**src/rtl/nco_phase_gen.sv**
```systemverilog
// Phase accumulator front end for the CORDIC NCO.
// FTW/offset are byte-loaded into a shadow word and committed atomically.
module nco_phase_gen #(
    parameter int PW = 24,
    localparam int NB = PW / 8
) (
    input  logic          clk,
    input  logic          reset,
    input  logic          i_ce,
    input  logic          i_cfg_valid,
    input  logic          i_cfg_sel,
    input  logic [7:0]    i_cfg_data,
    output logic          o_cfg_ready,
    output logic          o_cfg_commit,
    input  logic          i_phase_clr,
    output logic [PW-1:0] o_phase,
    output logic          o_valid,
    output logic          o_wrap
);

    localparam int CW = $clog2(NB + 1);

    typedef enum logic [1:0] {
        IDLE,
        LOAD,
        COMMIT
    } state_t;

    state_t        state;
    state_t        state_nx;
    logic [CW-1:0] cnt;
    logic          sel_q;
    logic [PW-1:0] shadow;
    logic [PW-1:0] ftw;
    logic [PW-1:0] poff;
    logic [PW-1:0] acc;
    logic          carry_d;
    logic          v1;
    logic          accept;
    logic          first_byte;
    logic [CW-1:0] wr_idx;
    logic [PW:0]   sum;

    assign accept = i_cfg_valid && o_cfg_ready;

    always_ff @(posedge clk) begin
        if (reset) state <= IDLE;
        else       state <= state_nx;
    end

    always_comb begin
        state_nx = state;
        unique case (state)
            IDLE: begin
                if (accept) state_nx = (NB == 1) ? COMMIT : LOAD;
            end
            LOAD: begin
                if (accept && (i_cfg_sel == sel_q) &&
                    (cnt == CW'(NB - 1)))
                    state_nx = COMMIT;
            end
            COMMIT:  state_nx = IDLE;
            default: state_nx = IDLE;
        endcase
    end

    always_comb begin
        o_cfg_ready  = !reset && (state != COMMIT);
        o_cfg_commit = !reset && (state == COMMIT);
    end

    // A sel change mid-word restarts the word at byte 0.
    assign first_byte = (state == IDLE) || (i_cfg_sel != sel_q);
    assign wr_idx     = first_byte ? '0 : cnt;

    always_ff @(posedge clk) begin
        if (reset) begin
            shadow <= '0;
            cnt    <= '0;
            sel_q  <= 1'b0;
            ftw    <= '0;
            poff   <= '0;
        end else if (state == COMMIT) begin
            cnt <= '0;
            if (sel_q) poff <= shadow;
            else       ftw  <= shadow;
        end else if (accept) begin
            sel_q <= i_cfg_sel;
            cnt   <= first_byte ? CW'(1) : cnt + 1'b1;
            for (int b = 0; b < NB; b++) begin
                if (wr_idx == CW'(b))
                    shadow[8*b +: 8] <= i_cfg_data;
            end
        end
    end

    assign sum = {1'b0, acc} + {1'b0, ftw};

    always_ff @(posedge clk) begin
        if (reset) begin
            acc     <= '0;
            carry_d <= 1'b0;
            v1      <= 1'b0;
            o_phase <= '0;
            o_valid <= 1'b0;
            o_wrap  <= 1'b0;
        end else begin
            v1 <= i_ce;
            if (i_phase_clr) begin
                acc     <= '0;
                carry_d <= 1'b0;
            end else if (i_ce) begin
                acc     <= sum[PW-1:0];
                carry_d <= sum[PW];
            end
            o_valid <= v1;
            if (v1) begin
                o_phase <= acc + poff;
                o_wrap  <= carry_d;
            end else begin
                o_wrap <= 1'b0;
            end
        end
    end

endmodule

```
**config.mk**
```make
export PLATFORM = sky130hd
export DESIGN_NAME = nco_phase_gen
export DESIGN_NICKNAME = d
export VERILOG_FILES = /design/src/rtl/nco_phase_gen.sv
export SDC_FILE = /design/constraint.sdc
export NUM_CORES = 1
export LEC_CHECK = 0
export BUFFER_PORTS_ARGS = -buffer_cell sky130_fd_sc_hd__buf_2
export CORE_ASPECT_RATIO = 2
export CORE_UTILIZATION = 47
export DETAILED_ROUTE_END_ITERATION = 10
export GPL_TIMING_DRIVEN = 0
export PLACE_DENSITY = 0.61
export SETUP_SLACK_MARGIN = 0.05
export SLEW_MARGIN = 30
export SYNTH_ARGS = -nofsm -noshare
export SYNTH_HDL_FRONTEND = slang
export SYNTH_SLANG_ARGS = --single-unit
```
**constraint.sdc**
```tcl
create_clock -name clk -period 2.7 [get_ports clk]
set_clock_uncertainty 0.1 [all_clocks]
set_input_delay 0.27 -clock clk [delete_from_list [all_inputs] [get_ports clk]]
set_output_delay 0.27 -clock clk [all_outputs]
set_load 0.02 [all_outputs]
```
==> summary.md <==
| Metric | Value |
|---|---|
| Status | finished, final reports clean |
| Initial drt markers | approximately 270 |
| Die width | slightly below 90 um |
| Number of global-route vias before repair | around 6200 |
| Clk pin slew, worst setup/hold paths | 0.06 ns |
| Routed wl met2 | approximately 11000 um |
| Worst slew pin tran | 0.764 ns |
| Sw Pwr | roughly 1 mW |
| Slew Limit Fails | 0 |
| Global-route wire length before repair | around 31000 um |
| Most frequent cells in the layout | nand2_1 (130), dfxtp_1 (129), a21oi_1 (91) |
| Post-synth EDFFs | 0 |
| Worst Path Max Fanout | 3 |
| Primary FF master, synth | dfxtp_1 |
| RSZ-0062 raised after global routing | false |
| Clock Sinks | roughly 130 |
| Final hold vios | 0 |
| Synth warn | 0 |
| Root Buffer | clkbuf_16 |
| Tmin final | roughly 2.6 ns |
| # IOs | 42 |
| Max Clk Rate | ~0.39 GHz |
| Multi-input logic area | 0.00416 mm2 |
| Final setup vio count | 0 |
| DIE AREA | between 0.015 and 0.02 mm2 |
| Fraction of registers with async set/reset | 0 |
| All-Layer GR Usage | 0.274 |
| Pleak | approximately 3.6 nW |
| Area Growth Syn to Fin | 16.4% |
| Tot Pwr | between 4 and 5 mW |
| Metal3 WL | approximately 520 um |
| Initial antenna violation count | 0 |
| Met1 wire length | roughly 7400 um |
| HP Class | input port to register |
| Largest net degree at the start of global routing | 17 |
| First-pass iteration count of the detailed router | 4 |
| # nets final | around 950 |
| FILL cells | between 1000 and 1500 |
| Syn_nets | 889 |
| Worst EP arrival | ~2.8 ns |
| Core Area | between 0.01 and 0.015 mm2 |
| Hold path depth | 3 |
| P per Cell Area | 569 mW/mm2 |
| Sw Ratio | 0.221 |
| Share of layout cells above drive strength 1 | 0.121 |
| CTS Buffer Depth | 2 |
| Combinational power share | 0.035 |
| Crit path kind | register to register |
| Worst EP required | a little under 3 ns |
| DRC violations left | 0 |
| Place WS | -0.231 ns |
| Element type at the critical path end | register |
| Post-Syn Area per Cell | around 8.4 um2 |
| GP Congestion | 0.942 |
| Setup ws final | roughly 0.12 ns |
| Htree depth | 4 |
| Post-synthesis instance area | approximately 0.0069 mm2 |
| TritonCTS clock tree | built |
| IO buf count | 39 |
| Seq. cell area | 0.00258 mm2 |
| Post-DP HPWL | roughly 16000 um |
| CTS buffer count | 17 |
| Sequential Power Share | 0.423 |
| Ant diodes | 0 |
| R2R depth | 10 |
| Register area share after synthesis | 0.372 |
| Global route total overflow | 0 |
| Via Count | around 6000 |
| DRT Wirelength | 20000 um |
| Clock network power share | 0.543 |
| Yosys cell types | slightly above 60 |
| Top Layer Used | met4 |
| Starting density of the core | 0.483 |
| Core Util, Final | 0.563 |
| Startpoint Class | register |
| Die Y | between 150 and 200 um |
| # rows | 62 |
| Final setup TNS | 0 ns |
| DR vias/cell | approximately 5.6 |
| Gate Count Post-Synth | 825 |
| Max_cap viols | 0 |
| Most common cell after layout, fill and taps aside | nand2_1 |
| Maximum vdd ir drop | approximately 460 uV |
| WL per Instance | 18.3 um |
| Final worst-path cycle share | 0.955 |
| Antenna Nets Post-Route | 0 |
| Slew HR | 0.489 |
| Pint | 3.58 mW |
| #FFs+latches synth | approximately 130 |
| Clock Latency Late Sink | around 0.4 ns |
-- Yosys cell counts, types with 5 or more instances --
cell type	count	area share
o21bai_1	6	0.0065
nand3_1	21	0.015
ha_1	48	0.087
xnor2_1	28	0.035
o211ai_1	5	0.0054
a21oi_1	91	0.066
nor3_1	9	0.0065
clkbuf_1	29	0.016
nor2b_1	5	0.0045
nand2b_1	10	0.0090
xor2_1	14	0.018
a31oi_1	8	0.0072
o21a_1	5	0.0054
nor2_1	86	0.047
inv_1	14	0.0076
a211oi_1	8	0.0087
o21ai_0	25	0.018
nand2_1	130	0.070
and2_1	6	0.0054
mux2i_1	51	0.074
a21o_1	23	0.025
dfxtp_1	129	0.37
-- power groups by stage --
stage / combinational, mW / clock (mW) / sequential (mW)
3_3_place_gp: 0.157 / 0 / 1.98
5_1_grt: 0.174 / 2.59 / 1.94
6_report: 0.160 / 2.49 / 1.94
3_5_place_dp: 0.159 / 0 / 1.98
2_1_floorplan: 0.102 / 0 / 1.98
4_1_cts: 0.161 / 2.52 / 1.94
-- critical path: stages (launching register included) --
cell       delay [ns]
dfxtp_1          0.34
ha_1             0.23
fa_2             0.38
a211o_1          0.32
a211oi_2         0.23
o211ai_2         0.16
a2bb2oi_2        0.23
o31ai_2          0.10
xor2_1           0.17
mux2i_1          0.15
nor2_1           0.05
-- routing by layer --
metal / vias to the layer above / track usage
met5: - / 0
met4: 0 / 0.189
met3: 63 / 0.0371
met2: 124 / 0.498
met1: 2906 / 0.277
li1: 3010 / -
-- sequential cells by signal (all words and copies together), names as in the netlist, 2 cells and up --
signal / cells
acc: 24
ftw: 24
o_phase: 24
poff: 24
shadow: 24
cnt: 2
state: 2
-- cell families after synthesis --
family	after synthesis	share of synthesized area
XOR/XNOR	42	0.0530
adder cells (fa/ha/maj)	50	0.0924
buffers and inverters	54	0.0312
multiplexers	51	0.0736
AND/OR/NAND/NOR	290	0.181
flip-flops	129	0.372
AO/OA/AOI/OAI	209	0.196
-- final timing paths --
path / start / endpoint / slack (ns)
setup / recovery: acc[0] / o_phase[22] / 0.12
hold / removal: i_cfg_data[2] / shadow[2] / 0.03
setup reg to reg: acc[0] / o_phase[22] / 0.12
hold reg to reg: o_phase[20] / o_phase[20] / 0.34
-- repair_timing --
item                                    in CTS  in global routing
hold buffers                                 1                  0
pin swaps                                    2                  5
resized for setup                            4                  6
cloned                                       0                  0
hold endpoints to repair                     1                  0
buffers inserted                             3                  1
endpoints found under the setup margin       8                 14
-- cell type report --
type | instances | area share
timing repair buffer | 44 | 0.0291
inverter | 14 | 0.00651
multi-input combinational | 642 | 0.515
sequential | 129 | 0.320
clock buffer | 21 | 0.0570
tap | 192 | 0.0297
clock inverter | 11 | 0.0220
buffer | 40 | 0.0205
-- metrics by stage --
stage | hold WS, ns | std cells | instance area (um2)
2_1_floorplan | 0.293 | 825 | 6940
3_3_place_gp | 0.333 | 1056 | 7370
3_5_place_dp | 0.338 | 1056 | 7370
4_1_cts | 0.0155 | 1092 | 8060
5_1_grt | 0.0340 | 1093 | 8080
6_report | 0.0262 | 1093 | 8080
Note: power is estimated with default switching activity, not from simulation.
